--- config.mk ---
export PLATFORM = sky130hd
export DESIGN_NAME = subtrator_serial_flat
export DESIGN_NICKNAME = d
export VERILOG_FILES = /design/src/rtl/subtrator_serial_if.sv /design/src/rtl/subtrator_serial.sv /design/src/flat_wrapper.sv
export SDC_FILE = /design/constraint.sdc
export NUM_CORES = 1
export LEC_CHECK = 0
export BUFFER_PORTS_ARGS = -buffer_cell sky130_fd_sc_hd__buf_2
export CORE_MARGIN = 5
export CORE_UTILIZATION = 50
export CTS_CLUSTER_DIAMETER = 30
export DETAILED_ROUTE_END_ITERATION = 16
export PLACE_DENSITY_LB_ADDON = 0.3
export SLEW_MARGIN = 20
export SYNTH_ARGS = -nofsm -noshare
export SYNTH_HDL_FRONTEND = slang
export SYNTH_SLANG_ARGS = --single-unit
export TNS_END_PERCENT = 30
--- constraint.sdc ---
create_clock -name clk -period 4.1 [get_ports clk]
set_clock_uncertainty 0.2 [all_clocks]
set_input_delay 0.82 -clock clk [delete_from_list [all_inputs] [get_ports clk]]
set_output_delay 0.82 -clock clk [all_outputs]
set_load 0.005 [all_outputs]
--- src/rtl/subtrator_serial_if.sv ---
// subtrator_serial_if -- operand/result bundle of the bit-serial subtractor.
//
// Signals:
//   start   request a subtraction (sampled only while the block is idle)
//   A, B    N-bit unsigned minuend / subtrahend
//   D       N-bit difference A-B modulo 2^N
//   borrow  high when A < B
//   busy    operation in progress
//   done    one-cycle pulse, D/borrow valid
//   ovf     signed overflow flag, present only when SUBTRATOR_OVF_EN is defined
//
// Modports: master drives the request side, slave is the subtractor.
interface subtrator_serial_if #(
  parameter int N = 8
);
  logic         start;
  logic [N-1:0] A;
  logic [N-1:0] B;
  logic [N-1:0] D;
  logic         borrow;
  logic         busy;
  logic         done;
`ifdef SUBTRATOR_OVF_EN
  logic         ovf;

  modport master (output start, A, B, input D, borrow, busy, done, ovf);
  modport slave  (input start, A, B, output D, borrow, busy, done, ovf);
`else
  modport master (output start, A, B, input D, borrow, busy, done);
  modport slave  (input start, A, B, output D, borrow, busy, done);
`endif
endinterface

--- src/rtl/subtrator_serial.sv ---
// subtrator_serial -- bit-serial unsigned subtractor, one bit per clock, LSB first.
//
// Ports:
//   clk    single clock, rising edge
//   rst_n  asynchronous active-low reset
//   bus    subtrator_serial_if.slave (start, A, B in; D, borrow, busy, done out)
//
// Operation: an accepted start loads A/B into shift registers, SHIFT then runs
// N cycles producing one difference bit per cycle, FIM presents the result for
// one cycle with done high, then the block returns to IDLE. D/borrow are only
// written on entry to FIM, so they keep the previous result during SHIFT.
//
// Optional feature: define SUBTRATOR_OVF_EN to add bus.ovf, the signed
// two's-complement overflow of A-B, updated and held together with D.
module subtrator_serial #(
  parameter int N = 8
) (
  input  logic                clk,
  input  logic                rst_n,
  subtrator_serial_if.slave   bus
);

  localparam int CNT_W = $clog2(N);

  typedef enum logic [1:0] {
    IDLE  = 2'd0,
    SHIFT = 2'd1,
    FIM   = 2'd2
  } state_t;

  state_t         state;
  state_t         state_nxt;

  logic [N-1:0]   a_sh;
  logic [N-1:0]   b_sh;
  logic [N-1:0]   res_sh;
  logic [N-1:0]   d_q;
  logic           bin;
  logic           borrow_q;
  logic [CNT_W-1:0] cnt;

  logic           accept;
  logic           last_bit;
  logic           busy_c;
  logic           done_c;
  logic           d_bit;
  logic           bout;
  logic [N-1:0]   d_full;

`ifdef SUBTRATOR_OVF_EN
  logic           a_msb;
  logic           b_msb;
  logic           ovf_q;
`endif

  // Full-subtractor cell: returns {borrow_out, difference}.
  function automatic logic [1:0] sub_bit(input logic a, input logic b, input logic bi);
    logic d;
    logic bo;
    d  = a ^ b ^ bi;
    bo = (~a & b) | (~(a ^ b) & bi);
    return {bo, d};
  endfunction

  assign {bout, d_bit} = sub_bit(a_sh[0], b_sh[0], bin);
  // Result as it will stand once the current bit has been shifted in at the MSB.
  assign d_full   = {d_bit, res_sh[N-1:1]};
  assign last_bit = (cnt == CNT_W'(N - 1));
  assign accept   = (state == IDLE) && bus.start;

  always_comb begin
    state_nxt = state;
    busy_c    = 1'b0;
    done_c    = 1'b0;
    case (state)
      IDLE: begin
        if (bus.start) state_nxt = SHIFT;
      end
      SHIFT: begin
        busy_c = 1'b1;
        if (last_bit) state_nxt = FIM;
      end
      FIM: begin
        busy_c    = 1'b1;
        done_c    = 1'b1;
        state_nxt = IDLE;
      end
      default: state_nxt = IDLE;
    endcase
  end

  always_ff @(posedge clk or negedge rst_n) begin
    if (!rst_n) begin
      state <= IDLE;
    end else begin
      state <= state_nxt;
    end
  end

  always_ff @(posedge clk or negedge rst_n) begin
    if (!rst_n) begin
      a_sh     <= '0;
      b_sh     <= '0;
      res_sh   <= '0;
      bin      <= 1'b0;
      cnt      <= '0;
      d_q      <= '0;
      borrow_q <= 1'b0;
    end else if (accept) begin
      a_sh <= bus.A;
      b_sh <= bus.B;
      bin  <= 1'b0;
      cnt  <= '0;
    end else if (state == SHIFT) begin
      a_sh   <= a_sh >> 1;
      b_sh   <= b_sh >> 1;
      res_sh <= d_full;
      bin    <= bout;
      cnt    <= cnt + CNT_W'(1);
      if (last_bit) begin
        d_q      <= d_full;
        borrow_q <= bout;
      end
    end
  end

`ifdef SUBTRATOR_OVF_EN
  // Operand sign bits are shifted out during SHIFT, so keep a copy for the
  // overflow decision made on the last bit.
  always_ff @(posedge clk or negedge rst_n) begin
    if (!rst_n) begin
      a_msb <= 1'b0;
      b_msb <= 1'b0;
      ovf_q <= 1'b0;
    end else if (accept) begin
      a_msb <= bus.A[N-1];
      b_msb <= bus.B[N-1];
    end else if ((state == SHIFT) && last_bit) begin
      ovf_q <= (a_msb != b_msb) && (d_bit != a_msb);
    end
  end

  assign bus.ovf = ovf_q;
`endif

  assign bus.D      = d_q;
  assign bus.borrow = borrow_q;
  assign bus.busy   = busy_c;
  assign bus.done   = done_c;

endmodule
--- src/flat_wrapper.sv ---
// flat-port wrapper written by rule: the top's interface ports become plain ports
module subtrator_serial_flat 
#(
  parameter int N = 8
)
  (clk, rst_n, bus_start, bus_A, bus_B, bus_D, bus_borrow, bus_busy, bus_done);
  subtrator_serial_if #(.N(N)) bus_i ();
  input  logic clk;
  input  logic rst_n;
  input wire logic [$bits(bus_i.start)-1:0] bus_start;
  input wire logic [$bits(bus_i.A)-1:0] bus_A;
  input wire logic [$bits(bus_i.B)-1:0] bus_B;
  output wire logic [$bits(bus_i.D)-1:0] bus_D;
  output wire logic [$bits(bus_i.borrow)-1:0] bus_borrow;
  output wire logic [$bits(bus_i.busy)-1:0] bus_busy;
  output wire logic [$bits(bus_i.done)-1:0] bus_done;
  assign bus_i.start = bus_start;
  assign bus_i.A = bus_A;
  assign bus_i.B = bus_B;
  assign bus_D = bus_i.D;
  assign bus_borrow = bus_i.borrow;
  assign bus_busy = bus_i.busy;
  assign bus_done = bus_i.done;
  subtrator_serial #(.N(N)) u_core (.clk(clk), .rst_n(rst_n), .bus(bus_i));
endmodule
* Yosys cells after proc, flatten, opt, wreduce, memory -nomap -nowiden *
Index checks and enable logic that the tools add are counted.

storage, ports and cells
  output and inout bits = 11
  bits in registers = 39
  bits of input ports = 19
  logic and storage cells = 42

operators by class
  reductions and logical operators = 7
  add/subtract/negate cells = 1
  mux-type cells = 13
  equal/unequal tests = 5
  bitwise logic cells = 8

operator list
  kind                 number
  $mux 8               4
  $mux 3               2
  $mux 1               4
  $mux 2               2
  $pmux 2 s2           1
  $reduce_and 2->1     2
  $add 3x1->3 const B  1
  $eq 3x3->1 const B   1
  $not 1->1            3
  $reduce_and 3->1     1
  $and 1x1->1          2
  $eq 2x1->1 const B   1
  $eq 2x2->1 const B   1
  $logic_not 2->1      1
  $ne 2x1->1 const B   1
  $ne 2x2->1 const B   1
  $reduce_bool 2->1    1
  $reduce_or 2->1      1
  $xor 1x1->1          2
  $logic_and 1x1->1    1
  $or 1x1->1           1

* Logic depth before layout (Yosys ltp) *
Gate-level depths: netlist of run 1.

  depth in word-level cells = 6
  gate-level depth with buffers = 7
  mapped depth without buffers = 5

* Least setup slack after synthesis of run 1 *
Ideal clock, no wire load.

  path type = register to output
  start point = reg u_core.state[0]
  end point = out bus_busy
  data required time = 3080 ps
  stages on the path, launching flop included = 3
  arrival = 732 ps
  slack = 2348 ps
  path buffers = 0
  path through = dfrtp_1 inv_1 ha_1

between the ends
  cells in the longest elaborated chain, start to end = 3
  elaborated cells between the ends (all ways) = 4
  classes of those cells = eq/ne: 2; mux: 1; reduce/logical: 1

ends and longest elaborated chain
  item                                      RTL line                source
  from (decl)                               subtrator_serial.sv:31  state_t state;
  from (signal assigned)                    subtrator_serial.sv:96  state <= state_nxt;
  $eq 2x2->1 or $eq 2x1->1 (tied branches)  subtrator_serial.sv:75  case (state)
  $reduce_or 2->1 (no source line) (*)      --
  $mux 1 (*)                                subtrator_serial.sv:75
  to (decl)                                 flat_wrapper.sv:15      output wire logic [$bits(bus_i.busy)-1:0] bus_busy;

Every way passes the cells marked *; elsewhere a longest branch is shown, timed or not.

* Final worst setup path of run 1 *
  start point = reg u_core.state[1]
  end point = reg u_core.state[0]

between the ends
  cells in the longest elaborated chain, start to end = 3
  elaborated cells between the ends (all ways) = 6
  classes of those cells = eq/ne: 3; mux: 1; reduce/logical: 2

ends and longest elaborated chain
  item                                                       RTL line
  $eq 2x1->1 or $logic_not 2->1 (tied branches)              subtrator_serial.sv:75
  $ne 2x1->1 (no source line) or $ne 2x2->1 (tied branches)  --
  $reduce_and 2->1 (no source line)                          --

Parallel ways exist; a longest one is shown, timed or not.
A chain may end at the register's enable or synchronous reset.

==> metrics.txt, run 1 <==
dominant cell type by area after synthesis dfrtp_1; Cells after Synth 137; startpoint types register; Area Growth Syn to Fin 15.2%; synthesis warning total 0; status completed; pre-CTS setup slack around 1.7 ns; buffers and inverters on the worst path 2; worst endpoint required time around 4.1 ns; GPL Wtd Cong 0.726; number of max-cap violations 0; CP Cell Sequence inv_1, ha_1, inv_4, o22ai_2, mux2_1; CTS clk-pin slew, worst paths roughly 0.11 ns; Leakage 0.994 nW; Switching Share between 30% and 40%; most frequent cells in the layout 38 x dfrtp_1, 29 x buf_2, 19 x nand2_1; Post-CTS Hold Buffers 0; Global Route Usage Sum 14.3%; Row Count 21; min Tclk post-route 2.34 ns; Max Fclk 427 MHz; Root Buffer clkbuf_4; sequential area share after synthesis 55.5%; CTS tree done; Psw 0.482 mW; final setup vio count 0; unrepaired setup endpoints after global routing no; setup slack after layout 1.76 ns; # DRC 0; Overflow after GRT 0; Die Height about 69 um; Critical Path AT 2.38 ns; PortBufs 29; post-CTS setup buffers 0; CTS buffer count 5; Pint 1.02 mW; WL/cell 13.1 um; Max FO, Critical Path 18; syn avg cell area 12.5 um^2; Nets 193; library cells used by synthesis 20; Max Buffers Root-to-Sink 2; WS Path Type register to register; most common cell after layout, fill and taps aside dfrtp_1; area post-placement roughly 1900 um^2; Die W 68.5 um; Detailed Route Iter0 Violations 36; Final Hold Fails 0; number of top-level pins 30; Crit path max-delay family adder cells; Antenna Nets Post-Route 0; setup TNS 0 ns; pin count of the biggest net entering global routing 39; share of cells above drive strength 1 33.5%; maximum VDD drop 0.000319 V; final core occ 59.1%; Worst setup EP type register; Sequential Area 951 um^2; Synth area leaders dfrtp_1 56%, mux2i_1 9.9%, mux2_2 9.9%; multi-input logic area between 600 and 700 um^2; initial antenna violation count 0; fillers 306; via count 1066; Tightest Pin Transition 1.07 ns; share of the synthesized area in the top cell type 55.5%; drt pass-1 iters 4; core area 3340 um^2; die area 4700 um^2; flops & latches, synth 38; number of global-route vias before repair approximately 1100; slowest CP cell ha_1; placed cells ~210; Max-Slew Margin vs Limit 28.4%; Post-Layout Cell Count 213; Seq pwr share 42.0%; Initial Utilization roughly half; logic gate share of total power between 30% and 40%; H-tree lvl count 2; first-pass GRT wire length about 4900 um; fin area 1970 um^2; post-synthesis cell area 1710 um^2; max incr delay on CP 0.88 ns; pwr dens 762 nW/um^2; Slew Limit Fails 0; placed wire-length estimate 1970 um; post_cts resized 0; Mapped Nets between 150 and 200; CTS Sinks 38; worst hold path class register to register; clock latency on the worst-skew pair 0.35 ns; DR vias/cell 5.00; Routed WL 2790 um; Clock power frac a little over a fifth; diode count 0; Tcrit/Tclk final between 50% and 60%
[worst min-delay path: stages (launching register included)]
cell and delay [ns]:
dfrtp_1 0.36, nand2_1 0.05, o21ai_0 0.06
[synth_stat cells (all sizes together)]
cell,n
inv,6
o22ai,1
and2,1
ha,7
o21ai,17
fa,1
mux2,17
xnor2,1
buf,7
mux2i,17
nor2b,1
nor2,3
nand2,20
dfrtp,38
[path summary, 6_finish.rpt]
path | startpoint | endpoint | slack, ns | cells past startpoint
hold reg to reg | u_core.bus.borrow | u_core.bus.borrow | 0.30 | 2
setup reg to reg | u_core.state[1] | u_core.state[0] | 1.76 | 5
max in group asynchronous | rst_n | u_core.b_sh[2] | 2.83 | 1
min in group asynchronous | rst_n | u_core.a_sh[1] | 0.35 | 1
setup / recovery | u_core.state[1] | u_core.state[0] | 1.76 | 5
hold / removal | u_core.bus.borrow | u_core.bus.borrow | 0.30 | 2
[metrics by stage]
stage / power, mW / hold WS, ns
floorplan: 1.07 / 0.273
global placement: 1.16 / 0.279
detailed placement: 1.19 / 0.284
CTS: 1.52 / 0.311
global route: 1.62 / 0.329
finish: 1.50 / 0.304
[layout make-up]
cell class	instances	share of cell area (%)
Clock buffer	6	2.60
Clock inverter	2	3.04
Inverter	6	1.27
Multi-Input combinational cell	86	34.6
Sequential cell	38	48.2
Tap cell	46	2.92
Timing Repair Buffer	29	7.36
[state kept, by name, summed over array words and instances (netlist names)]
| signal | cells |
|---|---|
| u_core.a_sh | 8 |
| u_core.b_sh | 8 |
| u_core.bus.D | 8 |
| u_core.res_sh | 7 |
| u_core.cnt | 3 |
| u_core.state | 2 |
| u_core.bin | 1 |
| u_core.bus.borrow | 1 |
[layer usage]
layer	vias up	routed length, um	part of all wire [%]	global-route usage, %
li1	523	-	-	-
met1	506	1250	45	16.9
met2	30	1270	46	22.6
met3	7	192	6.9	4.38
met4	0	72	2.6	8.93
met5	-	0	0	0
[cell families (layout without fill, tap and decap cells)]
group           after synthesis  after routing  share of synthesized area [%]
simple gates                 25             25                           6.21
compound gates               18             18                           5.70
buf+inv                      13             43                           4.68
flops                        38             38                           55.5
mux                          34             34                           21.1
xor+xnor                      1              1                          0.511
fa+ha+maj                     8              8                           6.28
[power groups by stage]
stage | logic (mW) | clock network [mW] | registers, mW
after global placement | 0.524 | 0 | 0.631
after CTS | 0.552 | 0.337 | 0.635
final | 0.542 | 0.330 | 0.632
after detailed placement | 0.549 | 0 | 0.642
after floorplan | 0.452 | 0 | 0.619
after global routing | 0.619 | 0.347 | 0.654
Power figures use the tool's default switching activity.
==> run 2: changes to the inputs <==
==> constraint.sdc (replaced) <==
create_clock -name clk -period 2.2 [get_ports clk]
set_clock_uncertainty 0.2 [all_clocks]
set_input_delay 0.44 -clock clk [delete_from_list [all_inputs] [get_ports clk]]
set_output_delay 0.44 -clock clk [all_outputs]
set_load 0.005 [all_outputs]
==> run 2 against run 1 <==
  * Via count is 1.9% higher
  * Worst hold slack worse by 0.21 ns
  * Largest power group unchanged
  * Clock-buffer cell count stayed put
  * Register-to-register slack worse by 1.3 ns
  * Sequential share of layout area is 1.1 points lower
  * Die area stayed put
  * Critical path depth is 2 lower
  * Sequential cell count stayed put
  * Critical endpoint is now bus_busy
  * First-iteration DRC count is 28% lower
  * Final area is 2.3% higher
  * Wire length is 2.3% higher
==> metrics.txt, run 2 (synthesis results as in run 1) <==
# DRC 0; core area 3340 um^2; Tcrit/Tclk final 87.5%; CTS Sinks 38; pwr dens roughly 1400 nW/um^2; clock latency on the worst-skew pair 0.35 ns; post_cts resized 0; worst hold path class input port to register; share of cells above drive strength 1 34.7%; Seq pwr share roughly two fifths; GPL Wtd Cong 0.734; number of max-cap violations 0; Tightest Pin Transition between 0.4 and 0.5 ns; worst hold endpoint u_core.a_sh[0]; Detailed Route Iter0 Violations 26; Antenna Nets Post-Route 0; Area Growth Syn to Fin 17.9%; Max FO, Critical Path 4; crit path from u_core.state[0]; worst hold path cell count 3; die area around 4700 um^2; Psw 0.916 mW; fin area 2020 um^2; worst endpoint required time 1.56 ns; Worst Reg-to-Reg Cells 4; CTS clk-pin slew, worst paths between 0.1 and 0.15 ns; Global Route Usage Sum roughly 14%; Overflow after GRT 0; area post-placement approximately 1900 um^2; Die W 68.5 um; maximum VDD drop approximately 0.00063 V; WS Path Type register to primary output; Worst R2R Start u_core.state[1]; Final Hold Fails 0; Critical Path AT 1.29 ns; Max Buffers Root-to-Sink 2; reg2reg end u_core.bus.D[5]; Total Power around 2.8 mW; Die Height roughly 69 um; PortBufs 29; via count roughly 1100; WL/cell 13.0 um; CP Cell Sequence inv_1, ha_1, buf_2; most common cell after layout, fill and taps aside dfrtp_1; most frequent cells in the layout 38 x dfrtp_1, 29 x buf_2, 19 x nand2_1; Leakage ~1.0 nW; startpoint types register; Routed WL 2860 um; Pint 1.93 mW; Initial Utilization 51.3%; logic gate share of total power 36.8%; pin count of the biggest net entering global routing 37; DR vias/cell 4.96; Root Buffer clkbuf_4; Min Hold Slack 0.0896 ns; Switching Share 32.2%; Nets about 200; first-pass GRT wire length between 4000 and 5000 um; hold wc startpoint bus_A[0]; drt pass-1 iters 4; unrepaired setup endpoints after global routing no; Slew Limit Fails 0; Max Fclk 519 MHz; setup TNS 0 ns; H-tree lvl count 2; number of global-route vias before repair 1128; min Tclk post-route just under 2 ns; status completed; final setup vio count 0; initial antenna violation count 0; flop-to-flop setup slack 0.41 ns; Worst setup EP type primary output; diode count 0; slowest CP cell dfrtp_1; Max-Slew Margin vs Limit between 60% and 70%; Row Count 21; Clock power frac 21.6%; CTS buffer count 5; placed wire-length estimate ~2200 um; number of top-level pins 30; max incr delay on CP 0.41 ns; CTS tree done
==> run 2: cell count changes in the layout (fill, tap and decap cells not counted) <==
cell           delta
buf_4             +5
dlygate4sd3_1     +1
and2_1            +1
and2_2            -1
==> run 2: worst max-delay path: cells and delay by family, from the launching register on <==
| kind | cells | cell delay (ns) |
|---|---|---|
| flops | 1 | 0.41 |
| buf+inv | 2 | 0.23 |
| fa+ha+maj | 1 | 0.30 |
==> run 2: worst max-delay path by stage <==
stage                            to  slack (ns)
floorplan           u_core.state[0]        0.61
global placement    u_core.bus.D[3]        0.54
detailed placement  u_core.bus.D[5]        0.43
CTS                        bus_busy        0.27
global route               bus_busy        0.20
finish                     bus_busy        0.27
==> run 2: area by class of cell <==
| type | count | area (um^2) |
|---|---|---|
| clock inverter | 2 | 60.1 |
| tap | 46 | 57.6 |
| fill | 301 | 1320 |
| timing repair buffer | 35 | 193 |
| clock buffer | 6 | 51.3 |
| multi-input combinational | 86 | 682 |
| sequential | 38 | 951 |
| inverter | 6 | 25.0 |
==> run 2: power groups by stage <==
stage / logic, mW / clock network, mW / registers (mW)
after floorplan: 0.842 / 0 / 1.15
after global placement: 1.01 / 0 / 1.18
after detailed placement: 1.06 / 0 / 1.21
after CTS: 1.06 / 0.627 / 1.19
after global routing: 1.19 / 0.659 / 1.22
final: 1.05 / 0.614 / 1.18
==> run 2: repair_timing <==
action | CTS | global route
endpoints found under the hold margin | 19 | 0
buffers inserted | 0 | 0
hold buffers | 1 | 0
==> run 2: stage by stage <==
step | utilization [%] | setup WS, ns | std cells
6_report | 60.5 | 0.275 | 219
5_1_grt | 60.5 | 0.202 | 219
4_1_cts | 60.5 | 0.270 | 219
3_5_place_dp | 56.9 | 0.427 | 210
3_3_place_gp | 56.9 | 0.536 | 210
2_1_floorplan | - | 0.612 | 137
==> run 2: per-layer routing <==
metal | global-route usage, % | wire, um | share of wire (%) | vias to the layer above
met5 | 0 | 0 | 0 | -
met4 | 5.96 | 57 | 2.0 | 0
met3 | 5.83 | 213 | 7.5 | 9
met2 | 23.7 | 1350 | 47 | 32
met1 | 16.7 | 1230 | 43 | 512
li1 | - | - | - | 533
